### src/rtl/booth_mult_seq.sv
// booth_mult_seq -- sequential radix-2 Booth multiplier.
//
// The unit takes W-bit operands A and B as either two's complement or
// unsigned values, chosen by tc. It retires one Booth iteration per clock
// and finishes in W+1 iterations. The 2*W-bit product in P is held until
// the next operation completes.
//
// Compile-time option:
//   BOOTH_MULT_ACC_EN  When defined, completion adds the product into P
//                      (multiply-accumulate). acc_clr then clears P.
//                      When undefined, acc_clr is ignored.
//
// Ports:
//   clk      rising-edge clock
//   rst      asynchronous reset, active low
//   load     start request; accepted only in IDLE or DONE
//   tc       1 = two's complement operands, 0 = unsigned; sampled with load
//   A        multiplicand; sampled with load
//   B        multiplier; sampled with load
//   acc_clr  clears the accumulator (MAC build only)
//   P        product, or accumulator in the MAC build
//   busy     high while iterating
//   done     one-cycle pulse when P holds a new result
module booth_mult_seq #(
    parameter int W     = 8,
    parameter int CNT_W = $clog2(W + 2)
) (
    input  logic             clk,
    input  logic             rst,
    input  logic             load,
    input  logic             tc,
    input  logic [W-1:0]     A,
    input  logic [W-1:0]     B,
    input  logic             acc_clr,
    output logic [2*W-1:0]   P,
    output logic             busy,
    output logic             done
);

    typedef enum logic [1:0] {
        IDLE = 2'd0,
        RUN  = 2'd1,
        DONE = 2'd2
    } state_t;

    state_t            state;
    logic signed [W:0] acc;
    logic signed [W:0] m;
    logic [W:0]        q;
    logic              q_m1;
    logic [CNT_W-1:0]  cnt;

    logic signed [W:0] acc_nxt;
    logic [W:0]        q_nxt;
    logic              q_m1_nxt;
    logic [2*W-1:0]    result;
    logic [2*W-1:0]    p_done;
    logic              clr_en;
    logic              last;

    // Widen an operand to W+1 bits so that unsigned values keep a zero sign
    // bit and the Booth recoding stays exact in both modes.
    function automatic logic [W:0] extend(input logic [W-1:0] v, input logic s);
        return {s & v[W-1], v};
    endfunction

    // One Booth iteration: add/subtract M based on {Q0, q_-1}, then
    // arithmetic-shift the whole {Acc, Q, q_-1} right by one.
    // Returned as {acc', q', q_-1'}.
    function automatic logic [2*W+2:0] booth_step(
        input logic signed [W:0] a,
        input logic [W:0]        qv,
        input logic              qm,
        input logic signed [W:0] mv
    );
        logic signed [W:0] sum;
        case ({qv[0], qm})
            2'b01:   sum = a + mv;
            2'b10:   sum = a - mv;
            default: sum = a;
        endcase
        // The shift is folded into the concatenation: the duplicated sign
        // bit enters at the top, and qv[0] falls into the q_-1 position.
        return {sum[W], sum, qv};
    endfunction

    assign {acc_nxt, q_nxt, q_m1_nxt} = booth_step(acc, q, q_m1, m);

    // Low 2*W bits of {Acc, Q} after the final shift.
    assign result = {acc_nxt[W-2:0], q_nxt};
    assign last   = (cnt == CNT_W'(W));

`ifdef BOOTH_MULT_ACC_EN
    // A clear on the completion edge wins first; the new product then lands
    // in a zeroed accumulator.
    assign p_done = (acc_clr ? '0 : P) + result;
    assign clr_en = acc_clr;
`else
    logic unused_acc_clr;
    assign unused_acc_clr = acc_clr;
    assign p_done         = result;
    assign clr_en         = 1'b0;
`endif

    always_ff @(posedge clk or negedge rst) begin
        if (!rst) begin
            state <= IDLE;
            acc   <= '0;
            m     <= '0;
            q     <= '0;
            q_m1  <= 1'b0;
            cnt   <= '0;
            P     <= '0;
            busy  <= 1'b0;
            done  <= 1'b0;
        end else begin
            case (state)
                IDLE, DONE: begin
                    done <= 1'b0;
                    if (clr_en)
                        P <= '0;
                    if (load) begin
                        state <= RUN;
                        busy  <= 1'b1;
                        acc   <= '0;
                        q_m1  <= 1'b0;
                        cnt   <= '0;
                        m     <= extend(A, tc);
                        q     <= extend(B, tc);
                    end else begin
                        state <= IDLE;
                    end
                end
                RUN: begin
                    // load is ignored here; the captured operands run to completion.
                    acc  <= acc_nxt;
                    q    <= q_nxt;
                    q_m1 <= q_m1_nxt;
                    cnt  <= cnt + CNT_W'(1);
                    if (last) begin
                        state <= DONE;
                        busy  <= 1'b0;
                        done  <= 1'b1;
                        P     <= p_done;
                    end else if (clr_en) begin
                        P <= '0;
                    end
                end
                default: state <= IDLE;
            endcase
        end
    end

endmodule
### config.mk
export PLATFORM = sky130hd
export DESIGN_NAME = booth_mult_seq
export DESIGN_NICKNAME = d
export VERILOG_FILES = /design/src/rtl/booth_mult_seq.sv
export SDC_FILE = /design/constraint.sdc
export NUM_CORES = 1
export LEC_CHECK = 0
export ABC_AREA = 1
export CORE_MARGIN = 3
export CORE_UTILIZATION = 41
export DETAILED_ROUTE_END_ITERATION = 8
export PLACE_DENSITY = 0.66
export SYNTH_ARGS = -nofsm -noshare
export SYNTH_HDL_FRONTEND = slang
export SYNTH_SLANG_ARGS = --single-unit
export TNS_END_PERCENT = 50
### constraint.sdc
create_clock -name clk -period 2.9 [get_ports clk]
set_clock_uncertainty 0.15 [all_clocks]
set_input_delay 0.29 -clock clk [delete_from_list [all_inputs] [get_ports clk]]
set_output_delay 0.29 -clock clk [all_outputs]
set_load 0.005 [all_outputs]
# After elaboration in Yosys (flattened, before gate mapping)
# Cells that the tools add are included.
dict set report totals {
  regBits 52
  latch_bits 0
  ram_bits 0
  mem_bits_ro 0
  input_bits 21
  out_inout_bits 18
  elab_cells 46
  mem_count 0
}
dict set report classes {
  addsub 3
  mul 0
  div_mod_pow 0
  n_lt_le_gt_ge 0
  n_eq_ne 7
  shift 0
  mux 17
  bitwise 2
  reduce_logical 8
}
# op count
set op_table {}
lappend op_table {{one-hot mux 9 bit (2 select lines)} 3}
lappend op_table {{2-to-1 mux 9 bit} 2}
lappend op_table {{adder 9 bit} 1}
lappend op_table {{subtractor 9 bit} 1}
lappend op_table {{one-hot mux 4 bit (2 select lines)} 1}
lappend op_table {{AND reduction 2 bit} 4}
lappend op_table {{one-hot mux 1 bit (2 select lines)} 3}
lappend op_table {{2-to-1 mux 1 bit} 5}
lappend op_table {{adder 4 x 1 -> 4 bit (second input constant)} 1}
lappend op_table {{== test 2 x 1 -> 1 bit (second input constant)} 2}
lappend op_table {{== test 2 bit (second input constant)} 2}
lappend op_table {{== test 4 bit (second input constant)} 1}
lappend op_table {{2-to-1 mux 4 bit} 1}
lappend op_table {{!= test 2 bit (second input constant)} 2}
lappend op_table {{one-hot mux 2 bit (2 select lines)} 1}
lappend op_table {{AND reduction 3 bit} 1}
lappend op_table {{AND 1 bit} 2}
lappend op_table {{logical NOT 2 bit} 1}
lappend op_table {{2-to-1 mux 2 bit} 1}
lappend op_table {{nonzero test 2 bit} 1}
lappend op_table {{OR reduction 2 bit} 1}

# Longest topological paths before layout
# Gate-level depths: netlist of the first run.
dict set report logic_depth {
  word_depth 4
  ltp_mapped 16
  depth_no_buf 16
}

# Least setup slack after synthesis of the first run
# No wires, ideal clock.
dict set report synth_timing {
  path_kind {flip-flop to flip-flop}
  startpoint {register q_m1}
  endpoint {register acc[6]}
  setup_ps 119
  arrival_ps 1920
  required_time_ps 2631
  setup_slack_ps 711
  stages_incl_launch_ff 16
  n_path_buf 0
  synth_period_minus_slack_ps 2189
  path_cell_list {dfrtp_1 inv_1 ha_1 inv_1 o21ai_0 xor2_1 inv_1 ha_1 nand2_1 inv_1 a21oi_1 nand2_1 nand2_1 nand3_1 nand3_1 nand2_1}
}
dict set report synth_between {
  elab_chain_len 3
  elab_cells_between_ends 4
  classes_between {eq/ne: 2; mux: 2}
}
# element line_no
set synth_rtl {}
lappend synth_rtl {{start, declared} 50} ;# logic q_m1;
lappend synth_rtl {{start signal, assigned} 138} ;# q_m1 <= q_m1_nxt;
lappend synth_rtl {{== test 2 bit or == test 2 x 1 -> 1 bit (tied branches)} 77} ;# case ({qv[0], qm})
lappend synth_rtl {{one-hot mux 9 bit (2 select lines) (*)} 77}
lappend synth_rtl {{one-hot mux 9 bit (2 select lines) (*)} 117} ;# case (state)
lappend synth_rtl {{end signal, assigned} 136} ;# acc <= acc_nxt;
lappend synth_rtl {{end, declared} 47} ;# logic signed [W:0] acc;
# Every way passes the cells marked *; elsewhere a longest branch is shown, timed or not.
# A chain may end at the register's enable or synchronous reset.

# Worst setup path in the final report of the first run
dict set report layout_timing {
  startpoint {register q_m1}
  endpoint {register P[15]}
}
dict set report layout_between {
  elab_chain_len 2
  elab_cells_between_ends 3
  classes_between {eq/ne: 2; mux: 1}
}
# element line_no
set layout_rtl {}
lappend layout_rtl {{== test 2 bit or == test 2 x 1 -> 1 bit (tied branches)} 77}
lappend layout_rtl {{one-hot mux 9 bit (2 select lines) (*)} 77}
lappend layout_rtl {{end signal, assigned} 144} ;# P <= p_done;
lappend layout_rtl {{end, declared} 35} ;# output logic [2*W-1:0] P,
# Marked as above.

==> run summary, run 1 <==
Combinational share of power - 61.6%
Setup TNS - 0 ns
Slowest cell on the critical path - dfrtp_1
Overflow after GRT - 0
Clk pwr share - 10.5%
Hold slack - 0.3352 ns
Syn Area/Cell - 8.167 um^2
Via count - 2218
Final min period - 2.481 ns
Post-DP HPWL - 4452 um
#FFs+latches synth - 51
Ports - 39
Critical path arrival - 2.53 ns
Relative slew margins - 57.75%
CTS root buf - clkbuf_8
Via-to-Cell Ratio - 4.896
Required time worst endpoint - 2.95 ns
Final count of hold timing violations - 0
# DRC - 0
CP Class - reg -> reg
Net count reported at finish - 410
Seq pwr share - 27.9%
PortBufs - 37
Crit-path cells - inv_1, ha_1, inv_1, o21ai_0, xor2_1, inv_1, ha_1, nand2_1, inv_1, a21oi_1, nand2_1, nand2_1, nand3_1, nand3_1, nand2_1
CP Launch Type - flip-flop
Vias in the first global route - 2180
Leading area contributor after synthesis - dfrtp_1
Count of different cell masters after synthesis - 33
Maxcap violations - 0
Fillers - 637
Layout cells sized above 1 - 5.585%
Status - finished, final reports clean
Post-Synthesis Cells - 334
Unrepaired setup endpoints after global routing - false
Post-Syn Area - 0.002728 mm^2
Ant diodes - 0
Net Sw Frac - 45.24%
Synthesis Warnings - 0
Core area - 0.006386 mm^2
Initial core utilization - 42.71%
TritonCTS Buffers - 5
Row count - 29
P per Cell Area - 1403 mW/mm^2
Worst-Margin Slew - 0.6338 ns
Die Height - 87.57 um
FFs w/ async S/R, synth - 100.0%
Most common cell in the synthesized netlist - nand2_1
DRT Pass-1 Iters - 4
CTS tree - built
Period utilization - 85.55%
Fmax - 403.1 MHz
Worst path max stage delay - 0.38 ns
Largest net degree at the start of global routing - 29
Die area - 0.007668 mm^2
Max VDD drop - 0.0006222 V
Net Sw Power - 2.078 mW
Syn_nets - 368
CP max FO - 7
Final setup vio count - 0
Most frequent cells after synthesis - nand2_1 (103), dfrtp_1 (51), inv_1 (49), nand3_1 (25), o21ai_0 (22)
CTS clk-pin slew, worst paths - 0.09 ns
CTS Sinks - 51
Drt initial violations - 132
Initial antenna violation count - 0
Post-synth EDFFs - 0
Layout area overhead - 20.05%
CP endpoint kind - flip-flop
Tot GR Track Use - 17.16%
Int Pwr - 2.515 mW
Total power - 4.593 mW
Top cell type's share of synthesized area - 46.79%
Antenna viol nets, final - 0
Sequential area share after synthesis - 46.79%
Clock latency on the worst-skew pair - 0.31 ns
Worst hold path type - reg -> reg
Leakage - 1.662 nW
Post-Route Utilization - 51.27%
Post-CTS sizing - 0
Top cells by area, synth - dfrtp_1 (47%), nand2_1 (14%), inv_1 (6.7%)
H-tree Lvls - 2
GPL Wtd Cong - 0.8713
Longest Clk Path Bufs - 2
DR WL/cell - 12.93 um
Die X-Extent - 87.57 um
First-pass GRT wire length - 10330 um
Final Max Slew Viols - 0
Final wirelength - 5856 um
Main synth FF type - dfrtp_1
## cell usage in the layout, fill, tap and decap left out, drive strengths merged, types with 2 or more instances in the layout
cell type / count
xor2: 5
xnor2: 3
nand3b: 2
dfrtp: 51
ha: 12
o22ai: 2
or2: 4
o211ai: 4
o21ai: 33
o221ai: 3
inv: 50
buf: 6
clkdlybuf4s50: 36
nand2: 103
nor2: 11
nand3: 26
clkbuf: 6
a21oi: 11
## what timing repair did
item,CTS,global route
endpoints found under the hold margin,27,0
hold buffers,1,0
endpoints found under the setup margin,0,0
setup buffers,0,0
## layout make-up
class,instances,area [um^2],area share (%)
Timing Repair Buffer,43,412.9,12.61
Tap cell,77,96.34,2.942
Clock buffer,6,72.57,2.216
Inverter,51,191.4,5.846
Clock inverter,1,30.03,0.9171
Sequential cell,51,1276,38.98
Multi-Input combinational cell,224,1195,36.49
## routing by layer
metal / global-route usage (%) / part of all wire [%]
met5: 0 / 0
met3: 3.481 / 4.5
met1: 23.53 / 48
met4: 4.324 / 0.99
met2: 27.88 / 46
## logic make-up after synthesis
| group | count (synthesis) | synth area share (%) |
|---|---|---|
| AOI/OAI and AO/OA | 54 | 11.38 |
| buffers and inverters | 59 | 9.403 |
| xor gates and xnor gates | 8 | 2.569 |
| and+or+nand+nor | 149 | 23.62 |
| adders and majority gates | 13 | 6.238 |
| DFF | 51 | 46.79 |
## stage by stage
step                      setup WS (ns)  std cells  cell area (um^2)
after floorplan                  0.7108        334              2728
after global placement           0.4736        445              3162
after detailed placement         0.4512        445              3162
after CTS                        0.4260        453              3274
after global routing             0.1250        453              3274
final                            0.4192        453              3274
## power by group through the flow
stage / clock, mW / sequential [mW] / combinational, mW
floorplan: 0 / 1.26 / 2.11
global placement: 0 / 1.28 / 2.78
detailed placement: 0 / 1.29 / 2.85
CTS: 0.487 / 1.28 / 2.86
global route: 0.518 / 1.33 / 3.31
finish: 0.482 / 1.28 / 2.83
## flip-flops by register name (all words and copies together), names as in the netlist
register / cells
state: 2
m: 9
q: 9
P: 16
busy: 1
cnt: 4
q_m1: 1
acc: 8
done: 1
## critical path, delay by kind of cell (launching register included)
| kind | cells | cell delay [ns] |
|---|---|---|
| AO/OA/AOI/OAI | 2 | 0.28 |
| XOR/XNOR | 1 | 0.16 |
| adder cells (fa/ha/maj) | 2 | 0.62 |
| buffers and inverters | 4 | 0.31 |
| flip-flops | 1 | 0.38 |
| AND/OR/NAND/NOR | 6 | 0.48 |
## final timing paths
check,from,end,slack [ns],depth (start not counted)
max,q_m1$_DFFE_PN0P_,P[15]$_DFFE_PN0P_,0.42,15
min,P[1]$_DFFE_PN0P_,P[1]$_DFFE_PN0P_,0.34,2
max reg2reg,q_m1$_DFFE_PN0P_,P[15]$_DFFE_PN0P_,0.42,15
min reg2reg,P[1]$_DFFE_PN0P_,P[1]$_DFFE_PN0P_,0.34,2
max in group asynchronous,rst,P[9]$_DFFE_PN0P_,1.43,3
min in group asynchronous,rst,q[6]$_DFFE_PN0P_,0.39,2
No activity file was read; power rests on OpenSTA's default activity.
==> inputs of run 2 (changes only) <==
--- a/config.mk
+++ b/config.mk
@@ -6,9 +6,10 @@
 export NUM_CORES = 1
 export LEC_CHECK = 0
 export ABC_AREA = 1
-export CORE_MARGIN = 3
 export CORE_UTILIZATION = 41
+export CTS_CLUSTER_DIAMETER = 80
 export DETAILED_ROUTE_END_ITERATION = 8
+export GPL_ROUTABILITY_DRIVEN = 0
 export PLACE_DENSITY = 0.66
 export SYNTH_ARGS = -nofsm -noshare
 export SYNTH_HDL_FRONTEND = slang
==> run summary, run 2 (same netlist as run 1, synthesis figures left out) <==
Clock latency on the worst-skew pair - 0.30 ns (was 0.31 ns)
Final wirelength - 5685 um (was 5856 um)
Antenna viol nets, final - 0 (unchanged)
PortBufs - 37 (unchanged)
Post-Route Utilization - 51.45% (was 51.27%)
Net count reported at finish - 409 (was 410)
Status - finished, final reports clean (unchanged)
Via count - 2229 (was 2218)
Crit-path cells - inv_1, ha_1, inv_1, o21ai_0, xor2_1, inv_1, ha_1, nand2_1, inv_1, a21oi_1, nand2_1, nand2_1, nand3_1, nand3_1, nand2_1 (unchanged)
Ant diodes - 0 (unchanged)
Setup TNS - 0 ns (unchanged)
TritonCTS Buffers - 5 (unchanged)
Crit path from - q_m1$_DFFE_PN0P_ (unchanged)
Row count - 29 (unchanged)
Number of buffers and inverters on the critical path - 4 (unchanged)
Top reg by flops - P (unchanged)
Initial antenna violation count - 0 (unchanged)
Initial core utilization - 42.71% (unchanged)
Critical path arrival - 2.51 ns (was 2.53 ns)
Final Max Slew Viols - 0 (unchanged)
Slowest cell on the critical path - dfrtp_1 (unchanged)
Final count of hold timing violations - 0 (unchanged)
Period utilization - 84.85% (was 85.55%)
Min-delay src - state[0]$_DFFE_PN0P_ (was P[1]$_DFFE_PN0P_)
Required time worst endpoint - 2.95 ns (about the same)
Commonest non-fill, non-tap cells in the layout - nand2_1 (103), dfrtp_1 (51), inv_1 (49) (unchanged)
Largest registers - P x16, m x9, q x9 (unchanged)
Setup Fix Bufs, Post-CTS - 0 (unchanged)
CTS Sinks - 51 (unchanged)
CP max FO - 7 (unchanged)
Relative slew margins - 57.37% (was 57.75%)
Via-to-Cell Ratio - 4.921 (was 4.896)
Largest net degree at the start of global routing - 29 (unchanged)
Die X-Extent - 83.57 um (was 87.57 um)
Post-CTS Hold Fix Bufs - 1 (unchanged)
Max VDD drop - 0.0007566 V (was 0.0006222 V)
Area of the multi-input gates - 0.001195 mm^2 (unchanged)
WP depth - 15 (unchanged)
Post-DP HPWL - 4320 um (was 4452 um)
Max reg flops - 16 (unchanged)
Fillers - 612 (was 637)
Post-CTS sizing - 0 (unchanged)
CTS root buf - clkbuf_8 (unchanged)
Tot GR Track Use - 17.81% (was 17.16%)
CP endpoint kind - flip-flop (unchanged)
R2r worst-path depth - 15 (unchanged)
Worst-Margin Slew - 0.6395 ns (was 0.6338 ns)
Drt initial violations - 180 (was 132)
Hold Path Stages - 2 (unchanged)
FF+latch area - 0.001276 mm^2 (unchanged)
Maxcap violations - 0 (unchanged)
Layout cells sized above 1 - 5.851% (was 5.585%)
Final setup vio count - 0 (unchanged)
Total power - 4.621 mW (was 4.593 mW)
CTS clk-pin slew, worst paths - 0.10 ns (was 0.09 ns)
Fmax - 406.4 MHz (was 403.1 MHz)
Critical path's top delay family - adder cells (unchanged)
Leakage - 1.668 nW (was 1.662 nW)
Die area - 0.006983 mm^2 (was 0.007668 mm^2)
DRT Pass-1 Iters - 4 (unchanged)
Worst path max stage delay - 0.37 ns (was 0.38 ns)
First-pass GRT wire length - 10070 um (was 10330 um)
Layout area overhead - 20.46% (was 20.05%)
CP Class - reg -> reg (unchanged)
H-tree Lvls - 2 (unchanged)
Worst hold path type - reg -> reg (unchanged)
Ports - 39 (unchanged)
Longest Clk Path Bufs - 2 (unchanged)
P per Cell Area - 1406 mW/mm^2 (was 1403 mW/mm^2)
Commonest non-fill, non-tap cell in the layout - nand2_1 (unchanged)
CP Launch Type - flip-flop (unchanged)
Overflow after GRT - 0 (unchanged)
CTS tree - built (unchanged)
Final min period - 2.461 ns (was 2.481 ns)
Core area - 0.006386 mm^2 (unchanged)
Unrepaired setup endpoints after global routing - false (unchanged)
# DRC - 0 (unchanged)
Die Height - 83.57 um (was 87.57 um)
Vias in the first global route - 2141 (was 2180)
DR WL/cell - 12.55 um (was 12.93 um)
Worst R2R Start - q_m1$_DFFE_PN0P_ (unchanged)
[run 2: routing by layer]
| metal | vias to the layer above | global-route usage (%) | share of wire (%) |
|---|---|---|---|
| met2 | 40 | 28.31 | 46 |
| met1 | 1037 | 25.75 | 50 |
| met4 | 0 | 3.236 | 0.72 |
| met5 | - | 0 | 0 |
| li1 | 1148 | - | - |
| met3 | 4 | 3.165 | 4.0 |
[run 2: where the power goes]
part	leakage (nW)	total (mW)	switching [mW]	internal, mW
sequential	0.621	1.27	0.203	1.07
clock	0.0618	0.528	0.244	0.284
combinational	0.985	2.82	1.64	1.18
[run 2: worst min-delay path: stages (launching register included)]
cell and delay, ns:
dfrtp_1 0.36, nand2_1 0.05, nand2_1 0.05
[run 2: area by class of cell]
type,instances,share of cell area [%]
Clock inverter,2,1.181
Clock buffer,6,2.513
Tap cell,77,2.932
Inverter,51,5.826
Multi-Input combinational cell,224,36.37
Timing Repair Buffer,42,12.34
Sequential cell,51,38.84
[run 2: final timing paths]
check / to / slack [ns]
worst max-delay path: P[15]$_DFFE_PN0P_ / 0.44
worst min-delay path: done$_DFFE_PN0P_ / 0.34
worst max register to register: P[15]$_DFFE_PN0P_ / 0.44
worst min register to register: done$_DFFE_PN0P_ / 0.34
max in group asynchronous: acc[2]$_DFFE_PN0P_ / 1.44
min in group asynchronous: P[4]$_DFFE_PN0P_ / 0.38
[run 2: per-stage QoR]
stage	setup slack [ns]	cells	instance area [um^2]	hold slack [ns]
3_3_place_gp	0.4652	444	3154	0.1911
5_1_grt	0.1815	453	3286	0.3681
6_report	0.4393	453	3286	0.3383
2_1_floorplan	0.7108	334	2728	-0.1556
4_1_cts	0.4364	453	3286	0.3364
3_5_place_dp	0.4621	444	3154	0.1992
